## src/rtl/alu_issue_stage.sv

```systemverilog
// Decode/issue stage: decodes RV32I into ALU opcode and operands, registers the
// ALU-facing bundle in the ID/EX register, and handles load-use bubbles, stall and flush.
module alu_issue_stage #(
  parameter int unsigned XLEN       = 32,
  parameter int unsigned REG_ADDR_W = 5
) (
  input  logic                  clk,
  input  logic                  rst_n,
  input  logic                  in_valid,
  output logic                  in_ready,
  input  logic [31:0]           instr,
  input  logic [XLEN-1:0]       pc,
  input  logic [XLEN-1:0]       rs1_data,
  input  logic [XLEN-1:0]       rs2_data,
  input  logic                  flush_i,
  input  logic                  out_ready,
  output logic                  out_valid,
  output logic [XLEN-1:0]       ex_operand1,
  output logic [XLEN-1:0]       ex_operand2,
  output logic [3:0]            ex_alu_control,
  output logic [XLEN-1:0]       ex_rs2_data,
  output logic [REG_ADDR_W-1:0] ex_rd,
  output logic [REG_ADDR_W-1:0] ex_rs1,
  output logic [REG_ADDR_W-1:0] ex_rs2,
  output logic                  ex_reg_write,
  output logic                  ex_mem_read,
  output logic                  ex_mem_write,
  output logic                  ex_branch,
  output logic                  ex_illegal,
  output logic [2:0]            ex_funct3
);

  localparam logic [6:0] OpcOp     = 7'b0110011;
  localparam logic [6:0] OpcOpImm  = 7'b0010011;
  localparam logic [6:0] OpcLoad   = 7'b0000011;
  localparam logic [6:0] OpcStore  = 7'b0100011;
  localparam logic [6:0] OpcBranch = 7'b1100011;
  localparam logic [6:0] OpcLui    = 7'b0110111;
  localparam logic [6:0] OpcAuipc  = 7'b0010111;

  localparam logic [6:0] F7Base = 7'b0000000;
  localparam logic [6:0] F7Alt  = 7'b0100000;

  localparam logic [3:0] AluAdd = 4'b0000;
  localparam logic [3:0] AluSub = 4'b0001;
  localparam logic [3:0] AluAnd = 4'b0010;
  localparam logic [3:0] AluOr  = 4'b0011;
  localparam logic [3:0] AluXor = 4'b0100;
  localparam logic [3:0] AluSll = 4'b0101;
  localparam logic [3:0] AluSrl = 4'b0110;
  localparam logic [3:0] AluSlt = 4'b0111;
  localparam logic [3:0] AluNor = 4'b1000;
  localparam logic [3:0] AluSra = 4'b1001;

  typedef struct packed {
    logic [XLEN-1:0]       op1;
    logic [XLEN-1:0]       op2;
    logic [3:0]            alu;
    logic [XLEN-1:0]       rs2_data;
    logic [REG_ADDR_W-1:0] rd;
    logic [REG_ADDR_W-1:0] rs1;
    logic [REG_ADDR_W-1:0] rs2;
    logic                  reg_write;
    logic                  mem_read;
    logic                  mem_write;
    logic                  branch;
    logic                  illegal;
    logic [2:0]            funct3;
  } bundle_t;

  // Returns {legal, alu_opcode} for the funct7=0000000 (and OP-IMM) funct3 map.
  function automatic logic [4:0] base_alu(input logic [2:0] f3);
    case (f3)
      3'b000:  return {1'b1, AluAdd};
      3'b001:  return {1'b1, AluSll};
      3'b010:  return {1'b1, AluSlt};
      3'b100:  return {1'b1, AluXor};
      3'b101:  return {1'b1, AluSrl};
      3'b110:  return {1'b1, AluOr};
      3'b111:  return {1'b1, AluAnd};
      default: return {1'b0, AluAdd};
    endcase
  endfunction

  function automatic logic [4:0] alt_alu(input logic [2:0] f3);
    case (f3)
      3'b000:  return {1'b1, AluSub};
      3'b101:  return {1'b1, AluSra};
      3'b110:  return {1'b1, AluNor};
      default: return {1'b0, AluAdd};
    endcase
  endfunction

  logic [6:0]      opcode;
  logic [2:0]      funct3;
  logic [6:0]      funct7;
  logic [XLEN-1:0] imm_i, imm_s, imm_u;

  assign opcode = instr[6:0];
  assign funct3 = instr[14:12];
  assign funct7 = instr[31:25];
  assign imm_i  = XLEN'($signed(instr[31:20]));
  assign imm_s  = XLEN'($signed({instr[31:25], instr[11:7]}));
  assign imm_u  = XLEN'($signed({instr[31:12], 12'h000}));

  logic            legal;
  logic [3:0]      alu;
  logic            rw, mr, mw, br;
  logic            uses_rs1, uses_rs2;
  logic [XLEN-1:0] op1, op2;

  always_comb begin
    legal    = 1'b1;
    alu      = AluAdd;
    rw       = 1'b0;
    mr       = 1'b0;
    mw       = 1'b0;
    br       = 1'b0;
    uses_rs1 = 1'b0;
    uses_rs2 = 1'b0;
    op1      = rs1_data;
    op2      = rs2_data;
    case (opcode)
      OpcOp: begin
        uses_rs1 = 1'b1;
        uses_rs2 = 1'b1;
        rw       = 1'b1;
        if (funct7 == F7Base) begin
          {legal, alu} = base_alu(funct3);
        end else if (funct7 == F7Alt) begin
          {legal, alu} = alt_alu(funct3);
        end else begin
          legal = 1'b0;
        end
      end
      OpcOpImm: begin
        uses_rs1     = 1'b1;
        rw           = 1'b1;
        op2          = imm_i;
        {legal, alu} = base_alu(funct3);
        // Shift immediates carry funct7 in the upper imm bits; instr[30] picks SRA.
        if (funct3 == 3'b001 || funct3 == 3'b101) begin
          if (funct7 != F7Base && funct7 != F7Alt) legal = 1'b0;
          if (funct3 == 3'b101 && instr[30]) alu = AluSra;
        end
      end
      OpcLoad: begin
        uses_rs1 = 1'b1;
        rw       = 1'b1;
        mr       = 1'b1;
        op2      = imm_i;
        legal    = (funct3 != 3'b011);
      end
      OpcStore: begin
        uses_rs1 = 1'b1;
        uses_rs2 = 1'b1;
        mw       = 1'b1;
        op2      = imm_s;
        legal    = (funct3 != 3'b011);
      end
      OpcBranch: begin
        uses_rs1 = 1'b1;
        uses_rs2 = 1'b1;
        br       = 1'b1;
        case (funct3)
          3'b000, 3'b001: alu = AluSub;
          3'b100, 3'b101: alu = AluSlt;
          default:        legal = 1'b0;
        endcase
      end
      OpcLui: begin
        rw  = 1'b1;
        op1 = '0;
        op2 = imm_u;
      end
      OpcAuipc: begin
        rw  = 1'b1;
        op1 = pc;
        op2 = imm_u;
      end
      default: legal = 1'b0;
    endcase
    if (!legal) begin
      alu = AluAdd;
      rw  = 1'b0;
      mr  = 1'b0;
      mw  = 1'b0;
      br  = 1'b0;
    end
    if (instr[11:7] == 5'd0) rw = 1'b0;
  end

  bundle_t dec;

  always_comb begin
    dec           = '0;
    dec.op1       = op1;
    dec.op2       = op2;
    dec.alu       = alu;
    dec.rs2_data  = rs2_data;
    dec.rd        = REG_ADDR_W'(instr[11:7]);
    dec.rs1       = REG_ADDR_W'(instr[19:15]);
    dec.rs2       = REG_ADDR_W'(instr[24:20]);
    dec.reg_write = rw;
    dec.mem_read  = mr;
    dec.mem_write = mw;
    dec.branch    = br;
    dec.illegal   = !legal;
    dec.funct3    = funct3;
  end

  logic    out_valid_q, out_valid_d;
  bundle_t bundle_q, bundle_d;
  logic    hazard, accept;

  // Holding the dependent instr while the load drains naturally yields one bubble.
  assign hazard = out_valid_q && bundle_q.mem_read && (bundle_q.rd != '0) &&
                  (((bundle_q.rd == dec.rs1) && uses_rs1) ||
                   ((bundle_q.rd == dec.rs2) && uses_rs2));
  assign in_ready = (!out_valid_q || out_ready) && !hazard && !flush_i;
  assign accept   = in_valid && in_ready;

  always_comb begin
    out_valid_d = out_valid_q;
    bundle_d    = bundle_q;
    if (flush_i) begin
      out_valid_d = 1'b0;
    end else if (accept) begin
      out_valid_d = 1'b1;
      bundle_d    = dec;
    end else if (out_ready) begin
      out_valid_d = 1'b0;
    end
  end

  always_ff @(posedge clk or negedge rst_n) begin
    if (!rst_n) begin
      out_valid_q <= 1'b0;
      bundle_q    <= '0;
    end else begin
      out_valid_q <= out_valid_d;
      bundle_q    <= bundle_d;
    end
  end

  assign out_valid      = out_valid_q;
  assign ex_operand1    = bundle_q.op1;
  assign ex_operand2    = bundle_q.op2;
  assign ex_alu_control = bundle_q.alu;
  assign ex_rs2_data    = bundle_q.rs2_data;
  assign ex_rd          = bundle_q.rd;
  assign ex_rs1         = bundle_q.rs1;
  assign ex_rs2         = bundle_q.rs2;
  assign ex_reg_write   = bundle_q.reg_write;
  assign ex_mem_read    = bundle_q.mem_read;
  assign ex_mem_write   = bundle_q.mem_write;
  assign ex_branch      = bundle_q.branch;
  assign ex_illegal     = bundle_q.illegal;
  assign ex_funct3      = bundle_q.funct3;

endmodule

```

## config.mk

```make
export PLATFORM = sky130hd
export DESIGN_NAME = alu_issue_stage
export DESIGN_NICKNAME = d
export VERILOG_FILES = /design/src/rtl/alu_issue_stage.sv
export SDC_FILE = /design/constraint.sdc
export NUM_CORES = 1
export LEC_CHECK = 0
export CORE_ASPECT_RATIO = 0.75
export CORE_MARGIN = 1
export CORE_UTILIZATION = 43
export DETAILED_ROUTE_END_ITERATION = 8
export HOLD_SLACK_MARGIN = 0.15
export PLACE_DENSITY_LB_ADDON = 0.2
export SLEW_MARGIN = 20
export SYNTH_ARGS = -nofsm -noshare
export SYNTH_HDL_FRONTEND = slang
export SYNTH_SLANG_ARGS = --single-unit
```

## constraint.sdc

```tcl
create_clock -name clk -period 2.3 [get_ports clk]
set_input_delay 0.46 -clock clk [delete_from_list [all_inputs] [get_ports clk]]
set_output_delay 0.46 -clock clk [all_outputs]
set_load 0.01 [all_outputs]
```

==> impl_metrics.yaml, run 1 <==
sta:
  min_period_over_period_pct: 103
  fin_skew_ns: 0.00716
  rsz0062_at_grt: "yes"
  setup_viol: 32
  tightest_slew_ns: 0.428
  timing.fmax_mhz: 424
  finalMaxSlewViolations: 0
  hold_viol: 0
  setup_slack_ns: -0.0608
  hold_slack_ns: 0.482
  slew_headroom_pct: 70.7
  fin_crit_ns: 2.36
final_layout:
  post-route-util_pct: 75.8
  nets: 1042
  syn_to_final_growth_pct: 68.9
  antennaDiodeCount: 0
  drive_above_1_share_pct: 20.1
  fillers: 928
cts:
  cts.sinks: 124
  clk_pin_slew_worst_paths_ns: 0.06
  cts_buffers: 17
  htreeDepth: 4
  clock_path_buffers: 2
  clk_latency_ns: 0.42
  cts_tree: "built"
  root_buffer: "clkbuf_16"
yosys:
  synth_top_cell_by_area: "dfrtp_1"
  yosysWarnings: 0
  dominantRegCellSynth: "dfrtp_1"
  postSynthCellCount: 593
  ys_ff_latch: 124
  avgSynthCellArea_um2: 9.98
  synth_edf_count: 0
  yosysMostFrequentCell: "dfrtp_1"
  synth-seq-area-share_pct: 52.4
  ys_types: 47
  synth-async-reset-ratio_pct: 100
  synth_top_area_share_pct: 52.4
  yosys-top-cells-count: "124 x dfrtp_1, 105 x a21oi_1, 79 x nor2_1"
  netlist_area_mm2: 0.00592
  yosys-top-cells-area: "dfrtp_1 52%, a21oi_1 8.9%, mux2_2 8.6%, nor2_1 5.0%, nor3b_1 4.1%"
  syn-num-nets: 726
run_status:
  violations: "setup timing"
  status: "finished with violations"
critical_path:
  slowest_stage: "dfrtp_2"
  worst_path_dominant_cell_family: "compound AO/OA/AOI/OAI gates"
  start_kind: "register"
  worst_r2r_path_depth: 9
  crit_fanout: 5
  worstReg2RegEnd: "ex_rs2[3]"
  crit_buf_inv: 4
  startpoint: "ex_rd[1]"
  required_ns: 2.60
  critPathMaxStageDelay_ns: 0.49
  r2r_start: "ex_rd[1]"
  reg2reg_slack_ns: -0.06
  crit_top_cell: "buf_6"
  critPathArrivalTime_ns: 2.66
  endpoint_kind: "register"
  critPathKind: "register to register"
  path_cells: "buf_4 > nor3_2 > a211o_1 > a22o_1 > a21oi_4 > buf_12 > buf_6 > buf_6 > mux2_2"
min_path:
  hp-class: "register to register"
  hold_start: "ex_reg_write"
  hold_depth: 1
  worstHoldEndpoint: "ex_reg_write"
placed_design:
  port_buffers: 257
  gp_congestion: 0.916
  dpl.hpwl_um: 15200
floorplan:
  start_util_pct: 44.9
  core-area_mm2: 0.0132
  fp.dieW_um: 137
  chipHeight_um: 104
  die_area_mm2: 0.0142
  ios: 258
  rows: 36
route:
  drtAntennaViolNets: 0
  drt-pass1-iter-count: 5
  drt_iter0_drc: 472
  drc: 0
  post_drt_wl_per_cell_um: 19.7
  vias: 5954
  avgViaCountPerCell: 5.45
  routed_wl_um: 21500
run:
  maxCapViolCount: 0
global_route:
  grtUsageTotal_pct: 29.6
  grt_pass1_vias: 5890
  grt_overflow: 0
  grt_max_degree: 69
  grt_pass1_wl_um: 31800
  antenna_found_initial: 0
power_and_ir_drop:
  peakVddDrop_v: 0.000653
  power_density_mw_per_mm2: 804
  leakagePower_nw: 4.17
## logic make-up after synthesis
logic type | Yosys count | share of synthesized area, %
AND/OR/NAND/NOR | 184 | 15.7
AO/OA/AOI/OAI | 169 | 17.0
flip-flops | 124 | 52.4
buffers and inverters | 57 | 4.10
multiplexers | 49 | 9.30
XOR/XNOR | 10 | 1.48
## worst max path at each step
stage	depth (start not counted)	slack, ns	to
floorplan	6	0.24	ex_funct3[0]
global placement	8	-0.44	in_ready
detailed placement	7	-0.44	in_ready
CTS	6	-0.009	in_ready
global route	6	-0.09	in_ready
finish	9	-0.06	ex_rs2[3]
## cell type report
class	count	area [µm²]	area share (%)
sequential	124	3110	31.1
tap	171	214	2.14
clock buffer	24	482	4.82
inverter	11	41.3	0.413
multi-input combinational	412	2650	26.5
timing repair buffer	343	3390	33.9
clock inverter	7	113	1.13
## placed cells by master (no fill, tap or decap), drive strengths merged, types with 3 or more instances in the layout
cell type,n
clkdlybuf4s50,243
dfrtp,124
a21oi,106
buf,86
nor2,79
mux2,48
nand2,39
nor3b,32
clkbuf,26
a221oi,19
o21ai,15
inv,11
xnor2,10
dlymetal6s2s,7
nand3b,6
a31oi,6
a22oi,6
o31ai,4
dlygate4sd2,4
nor2b,4
nand4,3
nand2b,3
or2,3
bufinv,3
clkinv,3
nand3,3
a211oi,3
nor3,3
## metrics by stage
| stage | setup WS [ns] | total power [mW] | instance area, µm² | cells | setup TNS [ns] |
|---|---|---|---|---|---|
| detailed placement | -0.439 | 5.23 | 9190 | 1051 | -33.61 |
| finish | -0.0608 | 8.04 | 10000 | 1092 | -0.760 |
| global placement | -0.437 | 5.16 | 9190 | 1051 | -29.70 |
| floorplan | 0.236 | 3.72 | 5920 | 593 | 0 |
| CTS | -0.00940 | 7.98 | 9810 | 1086 | -0.00940 |
| global route | -0.0858 | 8.38 | 10000 | 1092 | -1.42 |
## registers in the layout, summed over array words and instances, names as in the netlist, 3 cells and up
register	cells
ex_funct3	3
ex_rs1	5
ex_rs2	5
ex_alu_control	4
ex_operand2	32
ex_rs2_data	32
ex_operand1	32
ex_rd	5
## timing repair
item,4_1_cts,5_1_grt
hold endpoints to repair,25,0
pin swaps,5,8
hold buffers,1,0
gates resized for setup,12,21
endpoints found under the setup margin,1,69
setup buffers,3,3
gates cloned,0,4
## metal layers
metal,routed length (µm),vias to the layer above,global-route usage (%)
met5,0,-,0
met4,306,0,7.54
met3,1970,33,7.39
met1,9180,2889,40.9
met2,10100,282,46.4
li1,-,2750,-
## report_power, final
part	total (mW)	internal (mW)	switching, mW	leakage (nW)
combinational	2.44	1.42	1.02	2.46
clock	2.72	1.78	0.939	0.290
sequential	2.88	2.60	0.276	1.42
total	8.04	5.80	2.24	4.17
Power figures use the tool's default switching activity.
==> inputs of run 2 (changes only) <==
--- a/config.mk
+++ b/config.mk
@@ -5,6 +5,7 @@
 export SDC_FILE = /design/constraint.sdc
 export NUM_CORES = 1
 export LEC_CHECK = 0
+export CAP_MARGIN = 5
 export CORE_ASPECT_RATIO = 0.75
 export CORE_MARGIN = 1
 export CORE_UTILIZATION = 43
==> constraint.sdc (replaced) <==
create_clock -name clk -period 2.3 [get_ports clk]
set_input_delay 0.345 -clock clk [delete_from_list [all_inputs] [get_ports clk]]
set_output_delay 0.345 -clock clk [all_outputs]
set_load 0.01 [all_outputs]
==> run 2 against run 1 <==
Effect of this change: the run now ends clean; register-to-register slack better by 0.10 ns; maximum frequency up 4.6%; non-clock buffer count shrank 15; sequential share of layout area grew 0.88 points; highest routed layer unchanged.
==> impl_metrics.yaml, run 2 (synthesis results as in run 1) <==
route:
  routed_wl_um: 20500
  avgViaCountPerCell: 5.44
  post_drt_wl_per_cell_um: 19.0
  vias: 5854
  drc: 0
  drt-pass1-iter-count: 5
  drt_iter0_drc: 315
  drtAntennaViolNets: 0
placed_design:
  gp_congestion: 0.905
  dpl.hpwl_um: 15300
  placed_cells: 1042
  port_buffers: 257
critical_path:
  crit_fanout: 11
  critPathKind: "register to register"
  reg2reg_slack_ns: 0.04
  start_kind: "register"
  required_ns: 2.59
  critPathArrivalTime_ns: 2.55
  endpoint_kind: "register"
run:
  maxCapViolCount: 0
final_layout:
  final_cell_mix: "254 x clkdlybuf4s50_1, 120 x dfrtp_1, 105 x a21oi_1, 77 x nor2_1, 63 x buf_4"
  layout_commonest_cell: "clkdlybuf4s50_1"
  drive_above_1_share_pct: 18.2
  antennaDiodeCount: 0
  final_cells: 1076
  nets: 1027
  fillers: 951
  syn_to_final_growth_pct: 64.2
floorplan:
  rows: 36
  chipHeight_um: 104
  fp.dieW_um: 137
  core-area_mm2: 0.0132
  ios: 258
  die_area_mm2: 0.0142
  start_util_pct: 44.9
cts:
  clock_path_buffers: 2
  root_buffer: "clkbuf_16"
  cts_tree: "built"
  htreeDepth: 4
  cts_buffers: 17
  clk_pin_slew_worst_paths_ns: 0.05
  cts.sinks: 124
  clk_latency_ns: 0.41
sta:
  rsz0062_at_grt: "yes"
  finalMaxSlewViolations: 0
  fin_skew_ns: 0.00613
  slew_headroom_pct: 51.4
  setup_viol: 0
  min_period_over_period_pct: 98.2
  fin_crit_ns: 2.26
  timing.fmax_mhz: 443
  tightest_slew_ns: 0.729
  hold_viol: 0
global_route:
  grt_max_degree: 125
  grt_pass1_wl_um: 31700
  antenna_found_initial: 0
  grtUsageTotal_pct: 29.4
  grt_overflow: 0
  grt_pass1_vias: 5832
power_and_ir_drop:
  power_mw: 7.77
  leakagePower_nw: 3.96
  peakVddDrop_v: 0.000618
  power_density_mw_per_mm2: 799
run_status:
  status: "completed"
min_path:
  hp-class: "register to register"
-- run 2: routing by layer --
layer / GRT usage, % / part of all wire (%)
met1: 40.7 / 44
met3: 8.96 / 8.9
met5: 0 / 0
met4: 8.95 / 2.1
met2: 43.9 / 45
-- run 2: where the power goes --
group	total [mW]	internal (mW)	switching (mW)
registers	2.87	2.60	0.270
logic	2.35	1.37	0.987
clock network	2.55	1.57	0.972
-- run 2: area by class of cell --
class / count / area [µm²] / share of cell area [%]
repair buffers: 328 / 3200 / 32.9
flip-flops and latches: 124 / 3110 / 32.0
multi-input cells: 412 / 2610 / 26.8
clock buffers: 18 / 429 / 4.41
well taps: 171 / 214 / 2.20
clock inverters: 12 / 126 / 1.30
inverters: 11 / 41.3 / 0.425
-- run 2: repair_timing --
item                                    CTS  global route
endpoints found under the setup margin    1             1
setup buffers                             2             1
endpoints found under the hold margin   124             0
pin swaps                                 1             3
resized for setup                         6             4
hold buffers                              1             0
gates cloned                              0             0
-- run 2: per-stage QoR --
step / hold slack, ns / setup slack (ns) / setup TNS (ns) / utilization [%] / area, µm²
final: 0.483 / 0.0424 / 0 / 73.7 / 9720
after global routing: 0.522 / -0.00568 / -0.00568 / 73.7 / 9720
after CTS: 0.487 / 0.0172 / 0 / 73.6 / 9710
after detailed placement: 0.475 / -0.318 / -14.99 / 69.2 / 9130
after global placement: 0.471 / -0.318 / -11.53 / 69.2 / 9130
after floorplan: 0.0494 / 0.351 / 0 / - / 5920
-- run 2: critical path: stages, from the launching register on --
cell and delay [ns]:
dfrtp_2 0.46, xnor2_1 0.17, nand4_1 0.18, o22a_1 0.27
buf_4 0.13, buf_4 0.13, a21oi_4 0.17, buf_4 0.25
mux2_2 0.36
-- run 2: path summary, 6_finish.rpt --
| kind | from | depth (start not counted) | end |
|---|---|---|---|
| worst max-delay path | ex_rd[1] | 8 | ex_rs2_data[7] |
| worst min-delay path | ex_alu_control[3] | 2 | ex_alu_control[3] |
| worst max register to register | ex_rd[1] | 8 | ex_rs2_data[7] |
| worst min register to register | ex_alu_control[3] | 2 | ex_alu_control[3] |
| max in group asynchronous | rst_n | 3 | ex_rd[3] |
| min in group asynchronous | rst_n | 3 | ex_rs1[2] |
==> inputs of run 3 (changes only) <==
--- a/config.mk
+++ b/config.mk
@@ -10,9 +10,9 @@
 export CORE_MARGIN = 1
 export CORE_UTILIZATION = 43
 export DETAILED_ROUTE_END_ITERATION = 8
+export GPL_TIMING_DRIVEN = 0
 export HOLD_SLACK_MARGIN = 0.15
 export PLACE_DENSITY_LB_ADDON = 0.2
-export SLEW_MARGIN = 20
 export SYNTH_ARGS = -nofsm -noshare
 export SYNTH_HDL_FRONTEND = slang
 export SYNTH_SLANG_ARGS = --single-unit
==> run 3 against run 2 <==
Effect of this change: critical path depth fell by 2; sequential power barely moved; global-route usage rose by 1.7 points; combinational power fell by 3%; clock power rose by 13%; register-to-register slack improved by 0.14 ns; clock-buffer cell count did not move; die area did not move.
==> impl_metrics.yaml, run 3 (synthesis results as in run 1) <==
cts:
  cts_tree: "built"
  htreeDepth: 4
  cts_buffers: 17
  clock_path_buffers: 2
  clk_pin_slew_worst_paths_ns: 0.06
  root_buffer: "clkbuf_16"
  cts.sinks: 124
  clk_latency_ns: 0.43
critical_path:
  required_ns: 1.96
  start_kind: "register"
  reg2reg_slack_ns: 0.18
  worst_r2r_path_depth: 6
  endpoint_kind: "output port"
  r2r_start: "ex_rd[1]"
  worstReg2RegEnd: "ex_rs2_data[1]"
  critPathArrivalTime_ns: 1.93
  crit_fanout: 5
  critPathKind: "register to output port"
placed_design:
  gp_congestion: 0.917
  dpl.hpwl_um: 16000
  port_buffers: 255
sta:
  hold_viol: 0
  fin_crit_ns: 2.28
  setup_viol: 0
  fin_skew_ns: 0.0128
  rsz0062_at_grt: "yes"
  timing.fmax_mhz: 439
  slew_headroom_pct: 54.4
  finalMaxSlewViolations: 0
  min_period_over_period_pct: 99.0
  tightest_slew_ns: 0.684
  hold_slack_ns: 0.318
route:
  routed_wl_um: 21800
  drt-pass1-iter-count: 5
  vias: 5968
  drt_iter0_drc: 397
  post_drt_wl_per_cell_um: 20.6
  drtAntennaViolNets: 0
  avgViaCountPerCell: 5.65
  drc: 0
final_layout:
  regArea_mm2: 0.00311
  multi_input_area_mm2: 0.00263
  post-route-util_pct: 71.8
  nets: 1006
  antennaDiodeCount: 0
  layout_commonest_cell: "clkdlybuf4s50_1"
  fillers: 948
  syn_to_final_growth_pct: 60.1
  drive_above_1_share_pct: 14.6
  final_cell_mix: "241 x clkdlybuf4s50_1, 119 x dfrtp_1, 105 x a21oi_1, 78 x nor2_1, 45 x mux2_2"
global_route:
  grt_max_degree: 64
  grt_pass1_wl_um: 32900
  grt_pass1_vias: 5879
  antenna_found_initial: 0
  grt_overflow: 0
  grtUsageTotal_pct: 31.1
power_and_ir_drop:
  leakagePower_nw: 3.82
  peakVddDrop_v: 0.000517
  clockPowerShare_pct: 35.8
  combPwrFrac_pct: 28.5
  p_int_mw: 5.73
  seq_power_share_pct: 35.7
  power.switching_mw: 2.29
  power_mw: 8.02
  p_sw_share_pct: 28.5
  power_density_mw_per_mm2: 846
min_path:
  hold_start: "instr[15]"
  worstHoldEndpoint: "ex_rs1[0]"
  hp-class: "input port to register"
  hold_depth: 2
floorplan:
  start_util_pct: 44.9
  chipHeight_um: 104
  core-area_mm2: 0.0132
  die_area_mm2: 0.0142
  ios: 258
  rows: 36
  fp.dieW_um: 137
run:
  maxCapViolCount: 0
run_status:
  status: "completed"
[run 3: cell count changes in the layout (fill, tap and decap cells not counted), moves of 4 or more]
cell	before	now
buf_12	8	0
buf_2	1	14
buf_4	63	7
clkbuf_1	1	20
clkdlybuf4s50_1	254	241
clkinvlp_4	2	6
dlygate4sd2_1	0	11
[run 3: power by group through the flow]
| stage | registers [mW] | clock network [mW] | logic, mW |
|---|---|---|---|
| after global placement | 2.86 | 0 | 2.21 |
| after global routing | 2.91 | 2.98 | 2.44 |
| after floorplan | 3.06 | 0 | 0.659 |
| final | 2.86 | 2.87 | 2.29 |
| after detailed placement | 2.88 | 0 | 2.26 |
| after CTS | 2.85 | 2.89 | 2.28 |
[run 3: worst max path at each step]
stage,from,end,slack [ns],depth (start not counted)
floorplan,instr[3],ex_funct3[0],0.35,6
global placement,rst_n,ex_operand1[4],-3.84,1
detailed placement,instr[5],ex_operand1[5],-0.66,10
CTS,instr[3],ex_operand2[30],0.03,7
global route,ex_rd[1],in_ready,-0.06,6
finish,ex_rd[1],in_ready,0.02,6
[run 3: worst max-delay path: stages, from the launching register on]
cell and delay (ns):
dfrtp_2 0.48, xnor2_2 0.16, nand4_1 0.12, o22a_1 0.25, o21ai_1 0.15, a21oi_1 0.07, dlygate4sd2_1 0.28
[run 3: cell type report]
type,instances,area share [%]
multi-input combinational,412,27.8
inverter,11,0.436
sequential,124,32.8
clock buffer,18,4.63
timing repair buffer,262,27.6
tap,171,2.26
clock inverter,14,2.03
buffer,45,2.40
[run 3: through the flow]
| stage | setup TNS (ns) | std cells | setup slack (ns) | area [µm²] |
|---|---|---|---|---|
| after floorplan | 0 | 593 | 0.351 | 5920 |
| after global placement | -551.50 | 1019 | -3.84 | 8690 |
| after detailed placement | -71.27 | 1020 | -0.658 | 8720 |
| after CTS | 0 | 1055 | 0.0340 | 9400 |
| after global routing | -0.208 | 1057 | -0.0643 | 9480 |
| final | 0 | 1057 | 0.0225 | 9480 |
[run 3: repair_timing]
item	4_1_cts	5_1_grt
hold buffers	1	0
buffers inserted	2	3
pin swaps	1	2
resized for setup	25	19
endpoints found under the hold margin	61	0
setup endpoints to repair	124	86
[run 3: routing by layer]
| layer | GRT usage [%] | vias to the layer above | part of all wire (%) |
|---|---|---|---|
| li1 | - | 2671 | - |
| met1 | 42.6 | 2953 | 44 |
| met2 | 46.6 | 299 | 45 |
| met3 | 8.08 | 45 | 8.1 |
| met4 | 12.6 | 0 | 2.6 |
| met5 | 0 | - | 0 |
